File: src/rtl/envelope_detector.sv
// Recovers the applied envelope level (in eighths of the note's initial peak)
// from an enveloped sample stream by comparing per-window peak magnitudes.
module envelope_detector #(
  parameter int SAMPLE_WIDTH = 16,
  parameter int WINDOW_LOG2  = 4
) (
  input  logic                    clk,
  input  logic                    reset,
  input  logic                    note_start,
  input  logic                    sample_valid,
  input  logic [SAMPLE_WIDTH-1:0] sample,
  output logic [3:0]              level,
  output logic                    level_valid,
  output logic [SAMPLE_WIDTH-1:0] ref_peak,
  output logic                    note_done
);

  localparam int PW = SAMPLE_WIDTH + 4;

  typedef enum logic [1:0] {IDLE, CAPTURE, TRACK, DONE} state_t;

  state_t                  state, state_next;
  logic [WINDOW_LOG2-1:0]  win_cnt, win_cnt_next;
  logic [SAMPLE_WIDTH-1:0] win_peak, win_peak_next;
  logic [SAMPLE_WIDTH-1:0] ref_peak_next;
  logic [3:0]              level_next;
  logic                    level_valid_next;
  logic                    note_done_next;
  logic [SAMPLE_WIDTH-1:0] mag;
  logic [SAMPLE_WIDTH-1:0] peak_incl;
  logic [PW-1:0]           scaled_peak;
  logic [3:0]              track_level;

  // Most negative input has no positive counterpart, so it saturates.
  always_comb begin
    mag = sample;
    if (sample[SAMPLE_WIDTH-1]) begin
      if (sample == {1'b1, {(SAMPLE_WIDTH-1){1'b0}}})
        mag = {1'b0, {(SAMPLE_WIDTH-1){1'b1}}};
      else
        mag = -sample;
    end
  end

  // The window-closing sample must take part in that window's evaluation.
  assign peak_incl = (mag > win_peak) ? mag : win_peak;

  // Largest k with 8*peak >= k*ref, found by comparison instead of division.
  always_comb begin
    track_level = 4'd0;
    scaled_peak = PW'(peak_incl) << 3;
    for (int k = 1; k <= 8; k++) begin
      if (scaled_peak >= PW'(k) * PW'(ref_peak))
        track_level = 4'(k);
    end
  end

  always_comb begin
    state_next       = state;
    win_cnt_next     = win_cnt;
    win_peak_next    = win_peak;
    ref_peak_next    = ref_peak;
    level_next       = level;
    level_valid_next = 1'b0;
    note_done_next   = note_done;
    if (note_start) begin
      state_next     = CAPTURE;
      win_cnt_next   = sample_valid ? WINDOW_LOG2'(1) : '0;
      win_peak_next  = sample_valid ? mag : '0;
      ref_peak_next  = '0;
      level_next     = 4'd0;
      note_done_next = 1'b0;
    end else begin
      case (state)
        CAPTURE, TRACK: begin
          if (sample_valid) begin
            win_cnt_next  = win_cnt + 1'b1;
            win_peak_next = peak_incl;
            if (win_cnt == '1) begin
              win_cnt_next  = '0;
              win_peak_next = '0;
              if (state == CAPTURE) begin
                if (peak_incl != '0) begin
                  ref_peak_next    = peak_incl;
                  level_next       = 4'd8;
                  level_valid_next = 1'b1;
                  state_next       = TRACK;
                end
              end else begin
                level_next       = track_level;
                level_valid_next = 1'b1;
                if (track_level == 4'd0) begin
                  note_done_next = 1'b1;
                  state_next     = DONE;
                end
              end
            end
          end
        end
        default: ;
      endcase
    end
  end

  always_ff @(posedge clk) begin
    if (!reset) begin
      state       <= IDLE;
      win_cnt     <= '0;
      win_peak    <= '0;
      ref_peak    <= '0;
      level       <= 4'd0;
      level_valid <= 1'b0;
      note_done   <= 1'b0;
    end else begin
      state       <= state_next;
      win_cnt     <= win_cnt_next;
      win_peak    <= win_peak_next;
      ref_peak    <= ref_peak_next;
      level       <= level_next;
      level_valid <= level_valid_next;
      note_done   <= note_done_next;
    end
  end

endmodule

File: config.mk
export PLATFORM = sky130hd
export DESIGN_NAME = envelope_detector
export DESIGN_NICKNAME = d
export VERILOG_FILES = /design/src/rtl/envelope_detector.sv
export SDC_FILE = /design/constraint.sdc
export NUM_CORES = 1
export LEC_CHECK = 0
export CAP_MARGIN = 20
export CORE_UTILIZATION = 40
export DETAILED_ROUTE_END_ITERATION = 6
export SYNTH_ARGS = -nofsm -noshare
export SYNTH_HDL_FRONTEND = slang
export SYNTH_SLANG_ARGS = --single-unit
File: constraint.sdc
create_clock -name clk -period 8.9 [get_ports clk]
set_input_delay 1.78 -clock clk [delete_from_list [all_inputs] [get_ports clk]]
set_output_delay 1.78 -clock clk [all_outputs]
set_load 0.01 [all_outputs]
# Yosys cells after proc, flatten, opt, wreduce, memory -nomap -nowiden
# Cells that the tools add are included.
# word_totals
ff_bits	44
input_bits	20
output_inout_bits	22
elab_cells	82
# op_classes
addsub	2
mul	4
magnitude_cmp	9
eq_ne	6
muxes	32
n_bitwise	5
reduce_logical	16
# op_table
op	count
$mux W16	8
$ge A19 B19 Y1	4
$mux W4	13
$ge A19 B18 Y1	2
$mul A3 B16 Y19 const A	2
$mul A2 B16 Y18 const A	2
$reduce_and A5 Y1	4
$ge A19 B16 Y1	1
$ge A19 B17 Y1	1
$eq A16 B16 Y1 const B	1
$gt A16 B16 Y1	1
$neg A16 Y16	1
$reduce_bool A16 Y1	1
$mux W1	8
$reduce_bool A2 Y1	4
$mux W2	3
$not A1 Y1	5
$reduce_or A5 Y1	1
$add A4 B1 Y4 const B	1
$eq A4 B4 Y1 const B	1
$logic_not A4 Y1	1
$reduce_and A4 Y1	1
$reduce_or A2 Y1	2
$ne A3 B2 Y1 const B	1
other kinds (5)	5

# Logic depth before layout (Yosys ltp)
# Gate-level depths: netlist (run 1).
# logic_depth
ltp_word	21
ltp_mapped	26
mapped_depth_nobuf	24

# Worst setup path before layout (run 1)
# OpenSTA, ideal clock, no wires.
# synth_path
kind	input to register
from	input port sample[0]
to	register state[0]
setup_time_ps	59
arrival_ps	7496
required_ps	8841
slack_ps	1345
cell_stages	23
n_path_buf	3
path_cell_list	inv_1 ha_1 nor3b_2 nand4_2 o311a_1 or2_2 ha_1 nand4_1 a2111o_1 a31o_2 buf_2 clkbuf_1 clkbuf_1 a21oi_1 ha_1 a21o_1 a21o_1 a2111oi_0 a21oi_1 a2111oi_0 nand3_1 nor4_1 o31a_1
# synth_between
elab_chain_cells	17
elab_cells_between_ends	27
classes_between	add/sub: 1; order compare: 9; eq/ne: 2; mux: 11; reduce/logical: 4
# synth_rtl
element	line	rtl
from (decl)	11	input logic [SAMPLE_WIDTH-1:0] sample,
$neg A16 Y16 / $eq A16 B16 Y1 (equally long branches)	41, 38	
$mux W16	38	if (sample == {1'b1, {(SAMPLE_WIDTH-1){1'b0}}})
$mux W16 (*)	37	if (sample[SAMPLE_WIDTH-1]) begin
$gt A16 B16 Y1	46	assign peak_incl = (mag > win_peak) ? mag : win_peak;
$mux W16 (*)	46	
via peak_incl[8]	30	logic [SAMPLE_WIDTH-1:0] peak_incl;
$ge A19 B16 Y1	53	if (scaled_peak >= PW'(k) * PW'(ref_peak))
$mux W1	53	
$mux W4 (7 in a row)	53	
$logic_not A4 Y1	92	if (track_level == 4'd0) begin
$reduce_bool A3 Y1 (no line)	n/a	
$reduce_and A5 Y1 (no line) (*)	n/a	
to (signal assigned)	115	state <= state_next;
to (decl)	22	state_t state, state_next;
# Mark *: on every way through the listed nets, which the timed path passes. The rest lies on a longest branch.
# A chain may end at the register's enable or synchronous reset.

# Worst setup path after layout (run 1)
# Same ends and word-level chain as after synthesis.

==> summary.md, run 1 <==
| Metric | Value |
|---|---|
| Post-synthesis simple-gate area fraction | between 10% and 20% |
| Run status | finished clean |
| Vias in the first global route | 6555 |
| Port bufs | 41 |
| Syn Nets | roughly 1200 |
| Pwr/cell area | between 100 and 150 nW/µm² |
| Nets | approximately 1300 |
| WP data arrival | 8.47 ns |
| Avg WL per Cell | 16.6 µm |
| Largest family of logic cells by synthesized area | adder cells |
| Worst EP required | 9.16 ns |
| Die height | 145 µm |
| Total CTS buffers | 5 |
| CTS Buffer Depth | 2 |
| Largest cells by area after synthesis | ha_1 (31%), dfxtp_1 (11%), a21oi_1 (4.7%) |
| DRT iter0 DRCs | 370 |
| Num ports | 42 |
| Post-Route Skew | 0.0101 ns |
| Synthesis-stage register bit count | 44 |
| # setup viols final | 0 |
| Crit path time final | about 8.2 ns |
| Cell Chain, Critical Path | clkdlybuf4s50_1, inv_1, ha_1, nor3b_2, nand4_2, o311a_1, or2_2, ha_1, nand4_1, nor4_1, a31o_2, mux2_2, ha_1, and3b_1, a221o_1, a211oi_1, o31a_1, nor2b_1, nand3_1, nor4_1, o31a_1 |
| Area Overhead vs Synth | 11.3% |
| Post-synth EDFFs | 0 |
| Layout cells sized above 1 | 6.59% |
| Largest net degree at the start of global routing | 32 |
| Worst path slowest cell | a31o_2 |
| Max H-tree Level | 2 |
| Final Max Tran Viols | 0 |
| Main synth FF type | dfxtp_1 |
| Die ar. | approximately 21000 µm² |
| Achievable Freq | around 0.12 GHz |
| Period utilisation layout | between 90% and 100% |
| Clk_lat worst skew | 0.31 ns |
| Crit path largest cell delay | ~0.63 ns |
| CTS tree | built |
| Post-synthesis mux area share | between 2 and 3% |
| Synth Area in XOR/XNOR | around 4.5% |
| Clock Pin Slew Worst Setup and Hold Paths | 0.08 ns |
| Most common cell in the netlist | ha_1 |
| Number of synthesis warnings | 0 |
| End-of-flow core utilization | 46.1% |
| Least-Margin Pin Slew | between 1 and 1.5 ns |
| Reg2reg path depth | 19 |
| Top post-synthesis cells by count | ha_1 (202), a21oi_1 (77), nor2_1 (73), nand2_1 (70), inv_1 (65) |
| Slew HR | 29.6% |
| Crit Path Class | in -> reg |
| Post-synthesis adder-cell area fraction | 35.4% |
| Hold Crit Class | reg -> reg |
| Placed Area | 8910 µm² |
| Synth Cell Area | 8160 µm² |
| GRT Overall Usage | a little over a fifth |
| Setup crit start kind | input port |
| Cell mode on critical path | ha_1 |
| RSZ-0062 raised after global routing | false |
| Hold Path Stages | 2 |
| # resized after CTS | 0 |
| Core Rows | 51 |
| First-pass GRT wire length | 34.9 mm |
| Maxcap violations | 0 |
| Root Driver | clkbuf_16 |
| CP Capture Type | register |
| Vias per inst | 5.56 |
| Synth top area share | 31.0% |
| Core area | about 20000 µm² |
| DP HPWL | 17.1 mm |
| Cells after Synth | just under 1000 |
| # diodes | 0 |
| CTS Sinks | 44 |
| RR Startpoint | ref_peak[2] |
| Routed Antenna Nets | 0 |
| Peak VDD IR | 0.0670 mV |
| Die width | 145 µm |
| Syn_area_per_cell | a little over 8 µm² |
| Fin. Hold Viols | 0 |
| CTS Hold Buffers Added | 0 |
| Post-Route WL | 21.5 mm |
| Setup TNS Final | 0 ns |
| Placer congestion estimate | 0.884 |
| Antenna violations before repair | 0 |
| Asr flop ratio synth | 0% |
| Compound-cell area share of the yosys netlist | between 20% and 30% |
| Drt pass-1 iters | 5 |
| Initial Util | 41.4% |
| Synth unique cells | 67 |
| Post-CTS Setup Inserts | 0 |
| Hold wc startpoint | win_cnt[1] |
| CP Max Fanout | 31 |
| Via Count | 7210 |
| Cell leakage power | between 4 and 5 nW |
| Design Area, Final | 9080 µm² |
| GRT overflow | 0 |
| Largest area contributor in the netlist | ha_1 |
| Post-synthesis sequential area ratio | between 10% and 20% |
| # DRC | 0 |
| Worst setup startpoint | sample[0] |
-- cell families after synthesis --
group,count (synthesis)
AO/OA/AOI/OAI,281
XOR/XNOR,42
adder cells (fa/ha/maj),220
buffers and inverters,84
flip-flops,44
multiplexers,22
AND/OR/NAND/NOR,295
-- area by class of cell --
class | instances | area (µm²)
Clock buffer | 5 | 125
Inverter | 65 | 244
Timing Repair Buffer | 55 | 519
Sequential cell | 44 | 881
Multi-Input combinational cell | 860 | 6930
Tap cell | 265 | 332
Clock inverter | 3 | 46.3
Fill cell | 1957 | 10600
-- power by group --
part           internal [mW]  switching, mW  total, mW
registers              0.201        0.00461      0.206
logic                  0.201          0.275      0.476
clock network          0.134         0.0961      0.230
total                  0.537          0.376      0.912
-- state kept, by name, summed over array words and instances, names as in the netlist --
register     cells
ref_peak        16
win_peak        16
level            4
win_cnt          4
state            2
level_valid      1
note_done        1
-- layout by cell type (no fill, tap or decap), types with 14 or more instances in the layout --
master	count
nand3_1	20
ha_1	202
a21oi_1	77
nor2b_1	18
nand4_1	18
inv_1	65
nor3_1	26
o21ai_0	46
nand2b_1	14
nor2_1	73
dfxtp_1	44
fa_1	18
clkdlybuf4s50_1	41
a21o_1	26
nand2_1	70
xor2_1	22
xnor2_1	20
-- worst max-delay path: cells and delay by family --
kind	cells	cell delay, ns
AO/OA/AOI/OAI	6	2.34
multiplexers	1	0.52
adder cells (fa/ha/maj)	3	0.83
AND/OR/NAND/NOR	9	2.37
buffers and inverters	2	0.62
-- worst paths after layout --
check,slack (ns),endpoint
worst max-delay path,0.68,state[0]
worst min-delay path,0.48,win_cnt[1]
worst max register to register,3.30,state[0]
worst min register to register,0.48,win_cnt[1]
-- layer usage --
| metal | vias to the layer above | track usage, % | part of all wire (%) |
|---|---|---|---|
| li1 | 3796 | - | - |
| met1 | 3314 | 31.6 | 54 |
| met2 | 92 | 32.3 | 42 |
| met3 | 8 | 3.06 | 3.0 |
| met4 | 0 | 2.99 | 0.67 |
| met5 | - | 0 | 0 |
-- metrics by stage --
step	std cells	hold WS, ns	power, mW	setup slack [ns]
detailed placement	1289	0.462	0.678	0.432
global route	1297	0.501	0.994	0.150
CTS	1297	0.483	0.915	0.740
global placement	1288	0.463	0.673	0.603
floorplan	988	0.453	0.543	1.34
finish	1297	0.481	0.912	0.683
(Power assumes the default switching activity.)
==> inputs of run 2 (changes only) <==
--- a/config.mk
+++ b/config.mk
@@ -5,6 +5,7 @@
 export SDC_FILE = /design/constraint.sdc
 export NUM_CORES = 1
 export LEC_CHECK = 0
+export ABC_CLOCK_PERIOD_IN_PS = 8900
 export CAP_MARGIN = 20
 export CORE_UTILIZATION = 40
 export DETAILED_ROUTE_END_ITERATION = 6
==> results of run 2 <==
The final DEF is identical to that of run 1; final timing and power are the same.
